==> config.mk <==
export PLATFORM = sky130hd
export DESIGN_NAME = axi_write
export DESIGN_NICKNAME = d
export VERILOG_FILES = /design/src/rtl/axi_write.sv
export SDC_FILE = /design/constraint.sdc
export NUM_CORES = 2
export LEC_CHECK = 0
export ABC_CLOCK_PERIOD_IN_PS = 5320
export BUFFER_PORTS_ARGS = -buffer_cell sky130_fd_sc_hd__buf_4
export CAP_MARGIN = 20
export CORE_MARGIN = 10
export CORE_UTILIZATION = 62
export CTS_CLUSTER_SIZE = 12
export DETAILED_ROUTE_END_ITERATION = 10
export GPL_TIMING_DRIVEN = 0
export PLACE_DENSITY = 0.79
export SLEW_MARGIN = 10
export SYNTH_ARGS = -nofsm -noshare
export SYNTH_HDL_FRONTEND = slang
export SYNTH_SLANG_ARGS = --single-unit
==> constraint.sdc <==
create_clock -name m_axi_aclk -period 5.32 [get_ports m_axi_aclk]
set_clock_uncertainty 0.1 [all_clocks]
set_input_delay 0.266 -clock m_axi_aclk [delete_from_list [all_inputs] [get_ports m_axi_aclk]]
set_output_delay 0.266 -clock m_axi_aclk [all_outputs]
set_load 0.01 [all_outputs]
==> src/rtl/axi_write.sv <==
// axi_write: AXI4 INCR burst writer fed from a stream FIFO.
// Each group of AW_LIN beats lands in the next 1 KiB slot of a 64-slot ring.
module axi_write #(
  parameter int AW_FLIP_BYTE  = 0,
  parameter int AW_ADDR_WIDTH = 32,
  parameter int AW_DATA_WIDTH = 64,
  parameter int AW_LIN        = 16,
  parameter int FIFO_DEPTH    = 32
) (
  input  logic                       m_axi_aclk,
  input  logic                       m_axi_areset,
  input  logic [AW_DATA_WIDTH-1:0]   S_WR_tdata,
  input  logic                       S_WR_tvalid,
  output logic                       S_WR_tready,
  output logic                       m_axi_awid,
  output logic [AW_ADDR_WIDTH-1:0]   m_axi_awaddr,
  output logic [7:0]                 m_axi_awlen,
  output logic [2:0]                 m_axi_awsize,
  output logic [1:0]                 m_axi_awburst,
  output logic                       m_axi_awlock,
  output logic [3:0]                 m_axi_awcache,
  output logic [2:0]                 m_axi_awprot,
  output logic [3:0]                 m_axi_awqos,
  output logic                       m_axi_awvalid,
  input  logic                       m_axi_awready,
  output logic [AW_DATA_WIDTH-1:0]   m_axi_wdata,
  output logic [AW_DATA_WIDTH/8-1:0] m_axi_wstrb,
  output logic                       m_axi_wlast,
  output logic                       m_axi_wvalid,
  input  logic                       m_axi_wready,
  input  logic                       m_axi_bid,
  input  logic [1:0]                 m_axi_bresp,
  input  logic                       m_axi_bvalid,
  output logic                       m_axi_bready,
  output logic                       o_wr_done,
  output logic                       o_wr_err
);

  localparam int SW = AW_DATA_WIDTH / 8;
  localparam int PW = (FIFO_DEPTH > 1) ? $clog2(FIFO_DEPTH) : 1;
  localparam int CW = $clog2(FIFO_DEPTH + 1);
  localparam logic [7:0] LAST = 8'(AW_LIN - 1);
  localparam logic [CW-1:0] FULL = CW'(FIFO_DEPTH);
  localparam logic [CW-1:0] NEED = CW'(AW_LIN);

  typedef enum logic [2:0] {
    IDLE,
    WR_ADDR,
    WR_DATA,
    WR_RESP,
    WR_DONE
  } state_t;

  state_t                   state;
  logic [7:0]               beat;
  logic [5:0]               slot_idx;
  logic [AW_DATA_WIDTH-1:0] din;
  logic [AW_DATA_WIDTH-1:0] mem [FIFO_DEPTH];
  logic [PW-1:0]            wr_ptr;
  logic [PW-1:0]            rd_ptr;
  logic [CW-1:0]            count;
  logic                     push;
  logic                     pop;
  logic                     unused_ok;

  assign m_axi_awid    = 1'b0;
  assign m_axi_awlen   = LAST;
  assign m_axi_awsize  = 3'($clog2(SW));
  assign m_axi_awburst = 2'b01;
  assign m_axi_awlock  = 1'b0;
  assign m_axi_awcache = 4'd3;
  assign m_axi_awprot  = 3'd0;
  assign m_axi_awqos   = 4'd0;
  assign m_axi_wstrb   = '1;
  assign unused_ok     = ^{m_axi_bid, m_axi_bresp[0]};

  generate
    if (AW_FLIP_BYTE != 0) begin : g_flip
      for (genvar i = 0; i < SW; i++) begin : g_b
        assign din[i*8 +: 8] =
          S_WR_tdata[(SW-1-i)*8 +: 8];
      end
    end else begin : g_pass
      assign din = S_WR_tdata;
    end
  endgenerate

  assign S_WR_tready = !m_axi_areset &&
                       (count != FULL);
  assign push = S_WR_tvalid && S_WR_tready;
  assign pop  = m_axi_wvalid && m_axi_wready;

  assign m_axi_wdata = mem[rd_ptr];

  always_ff @(posedge m_axi_aclk) begin
    if (push) mem[wr_ptr] <= din;
  end

  always_ff @(posedge m_axi_aclk) begin
    if (m_axi_areset) begin
      wr_ptr <= '0;
      rd_ptr <= '0;
      count  <= '0;
    end else begin
      if (push) wr_ptr <= wr_ptr + 1'b1;
      if (pop)  rd_ptr <= rd_ptr + 1'b1;
      case ({push, pop})
        2'b10:   count <= count + 1'b1;
        2'b01:   count <= count - 1'b1;
        default: count <= count;
      endcase
    end
  end

  // A burst starts only once a whole burst is buffered, so W never starves.
  always_ff @(posedge m_axi_aclk) begin
    if (m_axi_areset) begin
      state         <= IDLE;
      beat          <= '0;
      slot_idx      <= '0;
      m_axi_awaddr  <= '0;
      m_axi_awvalid <= 1'b0;
      m_axi_wvalid  <= 1'b0;
      m_axi_wlast   <= 1'b0;
      m_axi_bready  <= 1'b0;
      o_wr_done     <= 1'b0;
      o_wr_err      <= 1'b0;
    end else begin
      o_wr_done <= 1'b0;
      unique case (state)
        IDLE: begin
          if (count >= NEED) begin
            m_axi_awaddr  <=
              AW_ADDR_WIDTH'({slot_idx, 10'd0});
            m_axi_awvalid <= 1'b1;
            state         <= WR_ADDR;
          end
        end
        WR_ADDR: begin
          if (m_axi_awready) begin
            m_axi_awvalid <= 1'b0;
            m_axi_wvalid  <= 1'b1;
            m_axi_wlast   <= (LAST == 8'd0);
            beat          <= '0;
            state         <= WR_DATA;
          end
        end
        WR_DATA: begin
          if (m_axi_wready) begin
            if (m_axi_wlast) begin
              m_axi_wvalid <= 1'b0;
              m_axi_wlast  <= 1'b0;
              beat         <= '0;
              m_axi_bready <= 1'b1;
              state        <= WR_RESP;
            end else begin
              beat        <= beat + 8'd1;
              m_axi_wlast <= (beat + 8'd1 == LAST);
            end
          end
        end
        WR_RESP: begin
          if (m_axi_bvalid) begin
            m_axi_bready <= 1'b0;
            if (m_axi_bresp[1]) o_wr_err <= 1'b1;
            o_wr_done    <= 1'b1;
            state        <= WR_DONE;
          end
        end
        WR_DONE: begin
          slot_idx <= (slot_idx == 6'd63) ?
                      6'd0 : slot_idx + 6'd1;
          state    <= IDLE;
        end
        default: state <= IDLE;
      endcase
    end
  end

endmodule
==> impl_metrics.json <==
{
  "outcome": "finished with violations",
  "violations": "setup timing",
  "drt-wirelength-per-cell_um": 41.1,
  "synth_edf_count": 2048,
  "routed_wirelength_um": 242000,
  "ys.flop_type": "edfxtp_1",
  "areaGrowthSynthToFinish_pct": 16.3,
  "intPower_mw": 25.7,
  "maxSlewHeadroom_pct": 8.27,
  "synth_compound_area_share_pct": 2.42,
  "synth-simple-area-share_pct": 1.91,
  "cts_made_buffers": 202,
  "coreArea_sq_um": 128000,
  "whs_path_depth": 4,
  "dieHeight_um": 378,
  "firstDrtPassIters": 8,
  "cts.sinks": 2098,
  "cts_tree": "built",
  "ys_top_cells_by_area": "edfxtp_1 77%, mux4_2 14%, o22ai_1 1.8%",
  "multi_input_area_sq_um": 15900,
  "drt-initial-drc-count": 8184,
  "drive_gt1_share_pct": 28.8,
  "synth_seq_area_share_pct": 78.7,
  "routed_via_density": 7.46,
  "cts.clk_slew.worst_paths_ns": 0.07,
  "tightest_slew_ns": 1.38,
  "p_leak_nw": 28.7,
  "fin_nets": 4215,
  "root_buffer": "clkbuf_16",
  "start_kind": "flop",
  "path_class": "flop to output port",
  "start_util_pct": 62.3,
  "synth_cell_types": 57,
  "power_frac_clock_pct": 41.0,
  "hold_class": "input port to flop",
  "dieArea_sq_um": 143000,
  "power_frac_seq_pct": 56.6,
  "slowest_delay_ns": 1.06,
  "worstPathMaxFanout": 10,
  "gp_congestion": 0.798,
  "crit_path_cell_trace": "nor2b_1 -> clkbuf_1 -> nand2b_1 -> clkbuf_1 -> clkbuf_1 -> o22ai_1 -> nor4_1 -> buf_4",
  "die_x_um": 378,
  "drv_cap": 0,
  "min_period_ns": 5.36,
  "antenna_found_initial": 6,
  "synth_top_family_by_area": "multiplexers",
  "critPathSlowestCell": "clkbuf_1",
  "synth_seq_cells": 2098,
  "synth.avg_cell_area_sq_um": 22.6,
  "fill_cells": 6679,
  "post-dp-hpwl_um": 143000,
  "netlist.area_leader.share_pct": 77.4,
  "synth_fa_ha_area_share_pct": 0.173,
  "switchingPower_mw": 6.54,
  "portBuffers": 147,
  "grtUsageTotal_pct": 34.0,
  "grt_pass1_wl_um": 337000,
  "fin_ws_ns": -0.0430,
  "holdWs_ns": 0.260,
  "vdd_drop_max_mv": 0.363,
  "grt_pass1_vias": 44576,
  "synth_xor_area_share_pct": 0.198,
  "seqCellArea_sq_um": 62500,
  "crit_required_ns": 4.95,
  "cts_setup_buffers": 0,
  "crit_path_end_kind": "output port",
  "synthCells": 3517,
  "critical_path_arrival_ns": 5.00,
  "drtAntennaViolNets": 0,
  "top_level_ports": 210,
  "synth_top_cell_by_area": "edfxtp_1",
  "setup_viol": 1,
  "min_period_over_period_pct": 101,
  "fmax_ghz": 0.186,
  "final_hold_viol_count": 0,
  "htree_levels": 4,
  "powerDensity_nw_per_um2": 349,
  "slew_violations": 0,
  "combinationalPowerShare_pct": 2.4,
  "ys_async_sr_fraction_pct": 0,
  "rows": 131,
  "muxShareOfSynthArea_pct": 14.8,
  "grt_max_degree": 33,
  "synth_area_sq_um": 79500,
  "fin_util_pct": 72.4,
  "globalRouteOverflowTotal": 0,
  "yosys_warnings": 0,
  "rr_worst_depth": 14,
  "clock_latency_ns": 0.81,
  "drc_errors": 0,
  "clock_path_buffers": 3,
  "crit_top_cell": "clkbuf_1",
  "num_vias": 43962,
  "rsz0062_at_grt": "no",
  "p_sw_share_pct": 20.3
}
==> path summary, 6_finish.rpt <==
path,slack (ns),to,start
worst max-delay path,-0.04,m_axi_wdata[39],flop
worst min-delay path,0.26,state[2],m_axi_bvalid
worst max register to register,1.66,count[4],count[1]
worst min register to register,0.40,m_axi_awvalid,m_axi_awvalid
==> cell type report <==
class,instances,area share (%)
flip-flops and latches,2098,67.7
multi-input cells,1217,17.2
clock buffers,266,5.93
repair buffers,352,5.01
well taps,1662,2.25
plain buffers,250,1.59
clock inverters,36,0.276
inverters,10,0.0406
diodes,4,0.0108
==> registers in the layout, summed over array words and instances (netlist names), named ones only <==
| name | cells |
|---|---|
| state | 3 |
| mem | 2048 |
| wr_ptr | 5 |
| rd_ptr | 5 |
| m_axi_awvalid | 1 |
| count | 6 |
| slot_idx | 6 |
| m_axi_wlast | 1 |
| m_axi_bready | 1 |
| m_axi_awaddr | 6 |
| o_wr_err | 1 |
| o_wr_done | 1 |
| m_axi_wvalid | 1 |
| beat | 8 |
==> layout by cell type, fill, tap and decap left out, types with 37 or more instances in the layout <==
| cell | count |
|---|---|
| edfxtp_1 | 2048 |
| mux4_2 | 496 |
| buf_4 | 251 |
| o22ai_1 | 228 |
| clkbuf_16 | 210 |
| clkbuf_1 | 132 |
| buf_12 | 75 |
| dlygate4sd3_1 | 72 |
| conb_1 | 60 |
| mux2i_1 | 52 |
| dfxtp_1 | 50 |
| nor4_1 | 48 |
| buf_2 | 45 |
| nor2_1 | 42 |
| buf_16 | 37 |
==> critical path, delay by kind of cell, from the launching register on <==
family | cells | cell delay (ns)
buffers and inverters | 4 | 2.07
AND/OR/NAND/NOR | 3 | 1.35
flip-flops | 1 | 0.46
AO/OA/AOI/OAI | 1 | 0.28
==> cell families after synthesis <==
family          Yosys count
mux                     551
other cells               2
flops                  2098
simple gates            282
buf+inv                 260
fa+ha+maj                11
compound gates          295
xor+xnor                 18
==> cells in the mapped netlist (13+ instances only) <==
| cell | count |
|---|---|
| dfxtp_1 | 50 |
| nor3_1 | 16 |
| nand3_1 | 24 |
| clkbuf_1 | 79 |
| nor2_1 | 74 |
| nand3b_1 | 13 |
| a22oi_1 | 14 |
| mux2i_1 | 52 |
| a21oi_1 | 15 |
| buf_2 | 43 |
| nor4_1 | 50 |
| o22ai_1 | 228 |
| nand4_1 | 16 |
| edfxtp_1 | 2048 |
| mux4_2 | 496 |
| nand2_1 | 35 |
| xor2_1 | 14 |
| buf_1 | 13 |
| buf_4 | 104 |
==> stage by stage <==
stage | std cells | power, mW | setup WS, ns | TNS [ns] | instance area (sq um)
after global placement | 5384 | 19.2 | -3.41 | -6059.27 | 82900
after global routing | 5892 | 32.7 | 0.161 | 0 | 92400
final | 5895 | 32.2 | -0.0430 | -0.0430 | 92400
after detailed placement | 5504 | 19.3 | 0.698 | 0 | 85700
after CTS | 5878 | 32.1 | 0.154 | 0 | 92200
after floorplan | 3575 | 18.8 | 0.959 | 0 | 79700
==> metal layers <==
| layer | up-vias | wire (um) | part of all wire [%] | GRT usage, % |
|---|---|---|---|---|
| met4 | 4 | 14700 | 6.1 | 18.5 |
| li1 | 16073 | - | - | - |
| met1 | 22206 | 75400 | 31 | 43.1 |
| met5 | - | 22 | 0.0091 | 0 |
| met3 | 949 | 38300 | 16 | 11.1 |
| met2 | 4730 | 114000 | 47 | 52.3 |
==> power groups by stage <==
stage | clock, mW | sequential (mW) | combinational [mW]
floorplan | 0 | 18.6 | 0.240
global placement | 0 | 18.6 | 0.620
CTS | 13.1 | 18.2 | 0.749
detailed placement | 0 | 18.6 | 0.688
finish | 13.2 | 18.2 | 0.773
global route | 13.7 | 18.2 | 0.812
==> what timing repair did <==
item,in CTS,in global routing
resized for setup,2,0
setup endpoints to repair,1,0
endpoints found under the hold margin,2078,0
hold buffers,72,0
Power figures use the tool's default switching activity.
